==> src/rtl/lsu_mem_port.sv <==
// rtl/lsu_mem_port.sv - byte-addressed load/store front end onto one word-addressed, byte-masked memory port
// Splits word-crossing accesses into two memory cycles and recombines/extends load data.
module lsu_mem_port #(
  parameter int MEM_AW = 9
) (
  input  logic              i_clk,
  input  logic              i_reset,
  input  logic              i_req_valid,
  output logic              o_req_ready,
  input  logic              i_req_we,
  input  logic [31:0]       i_req_addr,
  input  logic [1:0]        i_req_size,
  input  logic              i_req_unsigned,
  input  logic [31:0]       i_req_wdata,
  output logic              o_rsp_valid,
  output logic [31:0]       o_rsp_rdata,
  output logic              o_rsp_err,
  output logic [MEM_AW-1:0] o_mem_addr,
  output logic [31:0]       o_mem_wdata,
  output logic [3:0]        o_mem_bmask,
  output logic              o_mem_wren,
  input  logic [31:0]       i_mem_rdata
);

  typedef enum logic [1:0] {S_IDLE, S_ACC1, S_ACC2, S_RESP} state_t;

  state_t            state_q, state_d;
  logic              we_q, uns_q, err_q;
  logic [1:0]        size_q, offset_q;
  logic [MEM_AW-1:0] word_q;
  logic [63:0]       wdata_q;
  logic [7:0]        mask_q;
  logic [31:0]       lo_q, hi_q;

  logic              accept;
  logic [3:0]        req_mask4;
  logic [31:0]       req_dmask;
  logic [63:0]       req_wdata64;
  logic [7:0]        req_mask8;
  logic [31:0]       shifted;
  logic [31:0]       rsp_data;
  logic              unused_addr_bits;

  assign unused_addr_bits = ^i_req_addr[31:MEM_AW+2];
  assign accept = (state_q == S_IDLE) && i_req_valid;

  // Full-width lane images: low halves go out in ACC1, high halves in ACC2.
  always_comb begin
    req_mask4 = 4'b1111;
    req_dmask = 32'hFFFF_FFFF;
    case (i_req_size)
      2'b00:   begin req_mask4 = 4'b0001; req_dmask = 32'h0000_00FF; end
      2'b01:   begin req_mask4 = 4'b0011; req_dmask = 32'h0000_FFFF; end
      default: begin req_mask4 = 4'b1111; req_dmask = 32'hFFFF_FFFF; end
    endcase
    req_wdata64 = {32'b0, i_req_wdata & req_dmask} << {i_req_addr[1:0], 3'b000};
    req_mask8   = {4'b0, req_mask4} << i_req_addr[1:0];
  end

  always_ff @(posedge i_clk or posedge i_reset) begin
    if (i_reset) state_q <= S_IDLE;
    else         state_q <= state_d;
  end

  always_comb begin
    state_d = state_q;
    case (state_q)
      S_IDLE: if (i_req_valid) state_d = (i_req_size == 2'b11) ? S_RESP : S_ACC1;
      S_ACC1: state_d = (mask_q[7:4] != 4'b0) ? S_ACC2 : S_RESP;
      S_ACC2: state_d = S_RESP;
      default: state_d = S_IDLE;
    endcase
  end

  always_ff @(posedge i_clk or posedge i_reset) begin
    if (i_reset) begin
      we_q     <= 1'b0;
      uns_q    <= 1'b0;
      err_q    <= 1'b0;
      size_q   <= 2'b0;
      offset_q <= 2'b0;
      word_q   <= '0;
      wdata_q  <= 64'b0;
      mask_q   <= 8'b0;
      lo_q     <= 32'b0;
      hi_q     <= 32'b0;
    end else begin
      if (accept) begin
        we_q     <= i_req_we;
        uns_q    <= i_req_unsigned;
        err_q    <= (i_req_size == 2'b11);
        size_q   <= i_req_size;
        offset_q <= i_req_addr[1:0];
        word_q   <= i_req_addr[MEM_AW+1:2];
        wdata_q  <= req_wdata64;
        mask_q   <= req_mask8;
      end
      if (state_q == S_ACC1 && !we_q) lo_q <= i_mem_rdata;
      if (state_q == S_ACC2 && !we_q) hi_q <= i_mem_rdata;
    end
  end

  // Non-crossing loads leave hi_q stale; truncation to nbytes discards it.
  always_comb begin
    shifted  = 32'({hi_q, lo_q} >> {offset_q, 3'b000});
    rsp_data = 32'b0;
    case (size_q)
      2'b00:   rsp_data = uns_q ? {24'b0, shifted[7:0]}  : {{24{shifted[7]}},  shifted[7:0]};
      2'b01:   rsp_data = uns_q ? {16'b0, shifted[15:0]} : {{16{shifted[15]}}, shifted[15:0]};
      2'b10:   rsp_data = shifted;
      default: rsp_data = 32'b0;
    endcase
    if (we_q || err_q) rsp_data = 32'b0;
  end

  always_comb begin
    o_req_ready = 1'b0;
    o_rsp_valid = 1'b0;
    o_rsp_rdata = 32'b0;
    o_rsp_err   = 1'b0;
    o_mem_addr  = '0;
    o_mem_wdata = 32'b0;
    o_mem_bmask = 4'b0;
    o_mem_wren  = 1'b0;
    case (state_q)
      S_IDLE: o_req_ready = !i_reset;
      S_ACC1: begin
        o_mem_addr  = word_q;
        o_mem_wdata = wdata_q[31:0];
        o_mem_bmask = mask_q[3:0];
        o_mem_wren  = we_q;
      end
      S_ACC2: begin
        o_mem_addr  = word_q + 1'b1;
        o_mem_wdata = wdata_q[63:32];
        o_mem_bmask = mask_q[7:4];
        o_mem_wren  = we_q;
      end
      default: begin
        o_rsp_valid = 1'b1;
        o_rsp_rdata = rsp_data;
        o_rsp_err   = err_q;
      end
    endcase
  end

endmodule
==> config.mk <==
export PLATFORM = sky130hd
export DESIGN_NAME = lsu_mem_port
export DESIGN_NICKNAME = d
export VERILOG_FILES = /design/src/rtl/lsu_mem_port.sv
export SDC_FILE = /design/constraint.sdc
export NUM_CORES = 1
export LEC_CHECK = 0
export CAP_MARGIN = 10
export CELL_PAD_IN_SITES_DETAIL_PLACEMENT = 1
export CELL_PAD_IN_SITES_GLOBAL_PLACEMENT = 1
export CORE_MARGIN = 4
export CORE_UTILIZATION = 42
export DETAILED_ROUTE_END_ITERATION = 12
export GPL_TIMING_DRIVEN = 0
export PLACE_DENSITY_LB_ADDON = 0.05
export SYNTH_ARGS = -nofsm -noshare
export SYNTH_HDL_FRONTEND = slang
export SYNTH_SLANG_ARGS = --single-unit
==> constraint.sdc <==
create_clock -name i_clk -period 10.9 [get_ports i_clk]
set_input_delay 1.635 -clock i_clk [delete_from_list [all_inputs] [get_ports i_clk]]
set_output_delay 1.635 -clock i_clk [all_outputs]
set_load 0.02 [all_outputs]
==> results by stage <==
CTS:
- Hold repair after CTS inserted 0 buffers.
- The post-CTS setup repair buffer count is 0.
- The number of sinks on the clock net is between 100 and 150.
- The H-tree was split into 4 levels.
- The longest clock path from root to sink contains 2 buffers.
- The clock transition at the registers of the reported paths is 0.06 ns.
- The number of clock buffers inserted by TritonCTS is 17.
- The library cell used as clock root buffer is sky130_fd_sc_hd__clkbuf_16.
- Gates resized during post-CTS repair numbered 0.
- The CTS tree is done.
- Clock latency on the worst-skew pair, taken at its later pin, is approximately 0.43 ns.

Detailed routing:
- The highest metal layer with signal wires is met4.
- The met2 layer wire length in the routed design is approximately 13000 um.
- The detail route stage leaves a number of antenna-violating nets equal to 0.
- Before antenna repair, the detailed router went through 5 iterations.
- The detail-routed via count per cell is between 6 and 7.
- The average detailed-routed wire length per instance is approximately 24 um.
- The routed wire length is between 20000 and 30000 um.
- The via count of the routed design is between 6000 and 7000.
- For this block, the initial DRC count from the detailed router was 490.
- For this run, design rule violations remaining after detail routing come to 0.
- After detailed routing, the met3 layer carries roughly 1600 um of wire.
- The detailed router put a total of 11500 um of wire on met1.

Min path:
- The endpoint of the worst hold path is mask_q[3].
- Along the worst hold path, the cell count comes to 1.
- In this run the worst hold path is classified as reg2reg.
- The startpoint identified for the worst hold timing path is mask_q[3].

Synthesis:
- The synthesized flop and latch total is 137.
- The share of the yosys chip area belonging to registers is 0.453.
- Summed over all instances, the cell type with the most area after synthesis is sky130_fd_sc_hd__dfrtp_1.
- The synthesized netlist occupies a cell area of ~7600 um2.
- Synthesis produced about 700 cells.
- The most used flip-flop cell after synthesis is sky130_fd_sc_hd__dfrtp_1.
- In the post-synthesis netlist, the biggest area contributors are sky130_fd_sc_hd__dfrtp_1 (45%), sky130_fd_sc_hd__mux2_2 (11%), sky130_fd_sc_hd__mux4_2 (7.7%), sky130_fd_sc_hd__nand2_1 (3.9%), sky130_fd_sc_hd__a22o_1 (3.0%).
- The average instance in the mapped netlist occupies 10.9 um2.
- In this run, synthesis inferred 0 flip-flops with an integrated enable.
- For this run, the number of Yosys warnings is 0.
- The number of distinct library cells after synthesis is 52.
- The total nets after synthesis is 805.
- Of all flip-flops after synthesis, the portion carrying an async set or reset was 1.00.
- Of the post-synthesis cell area, the dominant cell type holds 0.453.

STA:
- The largest clock skew in the final design is 0.0130 ns.
- The share of the clock period used by the worst path after layout is 0.446.
- The total count of hold-check failures in the final report came to 0.
- Setup repair after global routing left no endpoint under its margin.
- Setup slack closes at ~6.0 ns.
- The upper clock frequency limit is ~210 MHz.
- Setup violations remaining at the end of the flow were counted as 0.
- The normalized max-slew margin is 0.452.
- For the pin with the worst max-slew slack, the measured transition is 0.819 ns.
- The final number of max-transition violations is 0.
- The final-layout setup total negative slack is 0 ns.
- The final critical delay including setup and external delays is between 4 and 5 ns.

Placed design:
- Routability-driven placement finished with a final weighted congestion of between 0.8 and 0.9.
- The half-perimeter wire length after placement is between 15000 and 20000 um.
- Input and output buffers added on the ports amount to 160.
- Before CTS, the worst setup slack after placement is roughly 6.4 ns.
- The post-place instance area is 9490 um2.

Critical path:
- The signal on the critical path passes through inv_1 > ha_1 > clkbuf_1 > clkbuf_1 > nand3b_1 > a21oi_1 > clkdlybuf4s50_1.
- The endpoint identified for the worst register-to-register timing path is wdata_q[31].
- The biggest fanout along the worst timing path is 10.
- At the worst endpoint, the arrival time is between 3 and 4 ns.
- The worst setup path is captured at an output pin.
- The type of the worst setup path is reg2out.
- For the worst setup path, the data required time is slightly above 9 ns.
- Among all stages on the critical path, the largest delay is contributed by sky130_fd_sc_hd__clkdlybuf4s50_1.
- The family with the most delay on the worst path is buffers and inverters.
- The largest single stage delay on the critical path is roughly 0.64 ns.
- The critical path buffer and inverter count is 4.
- The most used cell along the critical path is sky130_fd_sc_hd__clkbuf_1.
- The worst-case reg-to-reg path depth is 6.
- STA classifies the critical path startpoint as a register.
- The register-to-register setup slack is a little under 9 ns.
- The worst register-to-register path begins at state_q[0].

Job:
- The max-capacitance violation count is 0.

Die:
- After floorplanning, the core was sized to cover about 17000 um2.
- The number of I/O pins is about 180.
- The floorplan step set the die width to between 100 and 150 um.
- Measured along the y axis, the die boundary spans around 140 um.
- The number of core rows is 48.
- The die footprint is 20200 um2.
- The initial utilization of the core area, before any placement, comes to 0.433.

Layout:
- The final-stage net count is about 990.
- The proportion of layout cells with a drive suffix above 1 is 0.192.
- The count of antenna diodes in the layout is 0.
- The cell area after layout is just over 10000 um2.
- The growth of design area from synthesis to finish is 33.1%.

Global route:
- Entering global routing, the biggest net connects between 70 and 80 pins.
- In the global route stage, overall resource usage came out at 0.266.
- The initial antenna violation count came to 0.
- The first global-routing pass estimated 41200 um of wire.
- The number of global-route vias before repair is a little over 7000.
- For this run the aggregate overflow at the end of global routing stands at 0.

Power:
- The power density normalized to cell area is between 200 and 300 nW/um2.
- Across the VDD grid, the largest voltage drop is ~0.00015 V.
- The leakage component of the power is between 4 and 5 nW.

Outcome:
- The run finished with clean final reports.
==> placed cells by master, fill, tap and decap left out, types with 8 or more instances in the layout <==
cell	n
sky130_fd_sc_hd__a22o_1	26
sky130_fd_sc_hd__a22oi_1	28
sky130_fd_sc_hd__o21ai_0	43
sky130_fd_sc_hd__mux2i_1	11
sky130_fd_sc_hd__nor2_1	50
sky130_fd_sc_hd__mux4_2	26
sky130_fd_sc_hd__mux2_2	71
sky130_fd_sc_hd__a21oi_1	30
sky130_fd_sc_hd__clkbuf_1	36
sky130_fd_sc_hd__nor3_1	11
sky130_fd_sc_hd__o31ai_1	10
sky130_fd_sc_hd__a32oi_1	8
sky130_fd_sc_hd__and2_1	11
sky130_fd_sc_hd__a21oi_2	8
sky130_fd_sc_hd__clkdlybuf4s50_1	160
sky130_fd_sc_hd__dfrtp_1	137
sky130_fd_sc_hd__a2bb2oi_1	9
sky130_fd_sc_hd__nand2_1	78
sky130_fd_sc_hd__nor2b_1	14
sky130_fd_sc_hd__buf_2	14
sky130_fd_sc_hd__a221o_1	8
sky130_fd_sc_hd__clkbuf_16	17
==> Yosys cell counts, types with 5 or more instances <==
library cell / count
sky130_fd_sc_hd__a221o_1: 8
sky130_fd_sc_hd__buf_2: 14
sky130_fd_sc_hd__mux2i_1: 11
sky130_fd_sc_hd__o21ai_0: 43
sky130_fd_sc_hd__and2_1: 11
sky130_fd_sc_hd__dfrtp_1: 137
sky130_fd_sc_hd__nand2_1: 78
sky130_fd_sc_hd__nor3_1: 11
sky130_fd_sc_hd__o31ai_1: 10
sky130_fd_sc_hd__mux2_2: 71
sky130_fd_sc_hd__a21oi_1: 30
sky130_fd_sc_hd__a32oi_1: 8
sky130_fd_sc_hd__nor2b_1: 14
sky130_fd_sc_hd__a22o_1: 26
sky130_fd_sc_hd__mux4_2: 26
sky130_fd_sc_hd__buf_6: 7
sky130_fd_sc_hd__clkbuf_1: 36
sky130_fd_sc_hd__nor2_1: 50
sky130_fd_sc_hd__nand3_1: 7
sky130_fd_sc_hd__a21oi_2: 8
sky130_fd_sc_hd__a22oi_1: 28
sky130_fd_sc_hd__ha_1: 5
sky130_fd_sc_hd__a2bb2oi_1: 9
==> layer usage <==
metal | global-route usage | vias to the layer above
met2 | 0.429 | 303
met4 | 0.0889 | 0
li1 | - | 2921
met1 | 0.364 | 3456
met5 | 0 | -
met3 | 0.0457 | 64
==> layout make-up <==
class	count	area [um2]
multi-input combinational	490	3790
sequential	137	3430
tap	225	282
fill	1869	7400
buffer	64	325
timing repair buffer	161	1630
clock buffer	17	425
inverter	6	27.5
clock inverter	15	168
==> report_power, final <==
part | internal [mW] | total [mW] | switching (mW)
Clock | 0.341 | 0.588 | 0.247
Sequential | 0.741 | 0.931 | 0.190
Combinational | 0.690 | 1.43 | 0.744
==> cell families (layout without fill, tap and decap cells) <==
logic type,Yosys count,after routing,share of synthesized area
AO/OA/AOI/OAI,183,183,0.168
AND/OR/NAND/NOR,188,188,0.113
buffers and inverters,70,263,0.0460
adder cells (fa/ha/maj),5,5,0.00826
multiplexers,113,113,0.210
XOR/XNOR,1,1,0.00116
flip-flops,137,137,0.453
==> how the worst max path moves through the flow <==
stage | start | to | slack [ns] | depth (start not counted)
floorplan | i_reset | err_q | 5.60 | 1
global placement | i_reset | hi_q[2] | 3.71 | 2
detailed placement | i_reset | o_req_ready | 6.37 | 3
CTS | state_q[0] | o_mem_addr[2] | 6.06 | 7
global route | state_q[0] | o_mem_wdata[8] | 5.87 | 7
finish | state_q[0] | o_mem_addr[2] | 6.04 | 7
==> registers in the layout, summed over array words and instances (netlist names) <==
name	flops
word_q	9
size_q	2
wdata_q	56
lo_q	32
state_q	2
we_q	1
uns_q	1
hi_q	24
err_q	1
offset_q	2
mask_q	7
==> metrics by stage <==
step	power [mW]	instances	utilization	hold slack, ns
after floorplan	1.85	697	-	0.442
after global placement	2.29	1082	0.541	0.459
after detailed placement	2.35	1083	0.543	0.465
after CTS	2.96	1115	0.577	0.479
after global routing	3.11	1115	0.577	0.508
final	2.95	1115	0.577	0.478
==> worst reg2reg max path: cells and delay by family (launching register included) <==
| family | cells | cell delay [ns] |
|---|---|---|
| AND/OR/NAND/NOR | 1 | 0.23 |
| buffers and inverters | 3 | 0.98 |
| flip-flops | 1 | 0.40 |
| AO/OA/AOI/OAI | 1 | 0.20 |
| adder cells (fa/ha/maj) | 1 | 0.28 |
No activity file was read; power rests on OpenSTA's default activity.
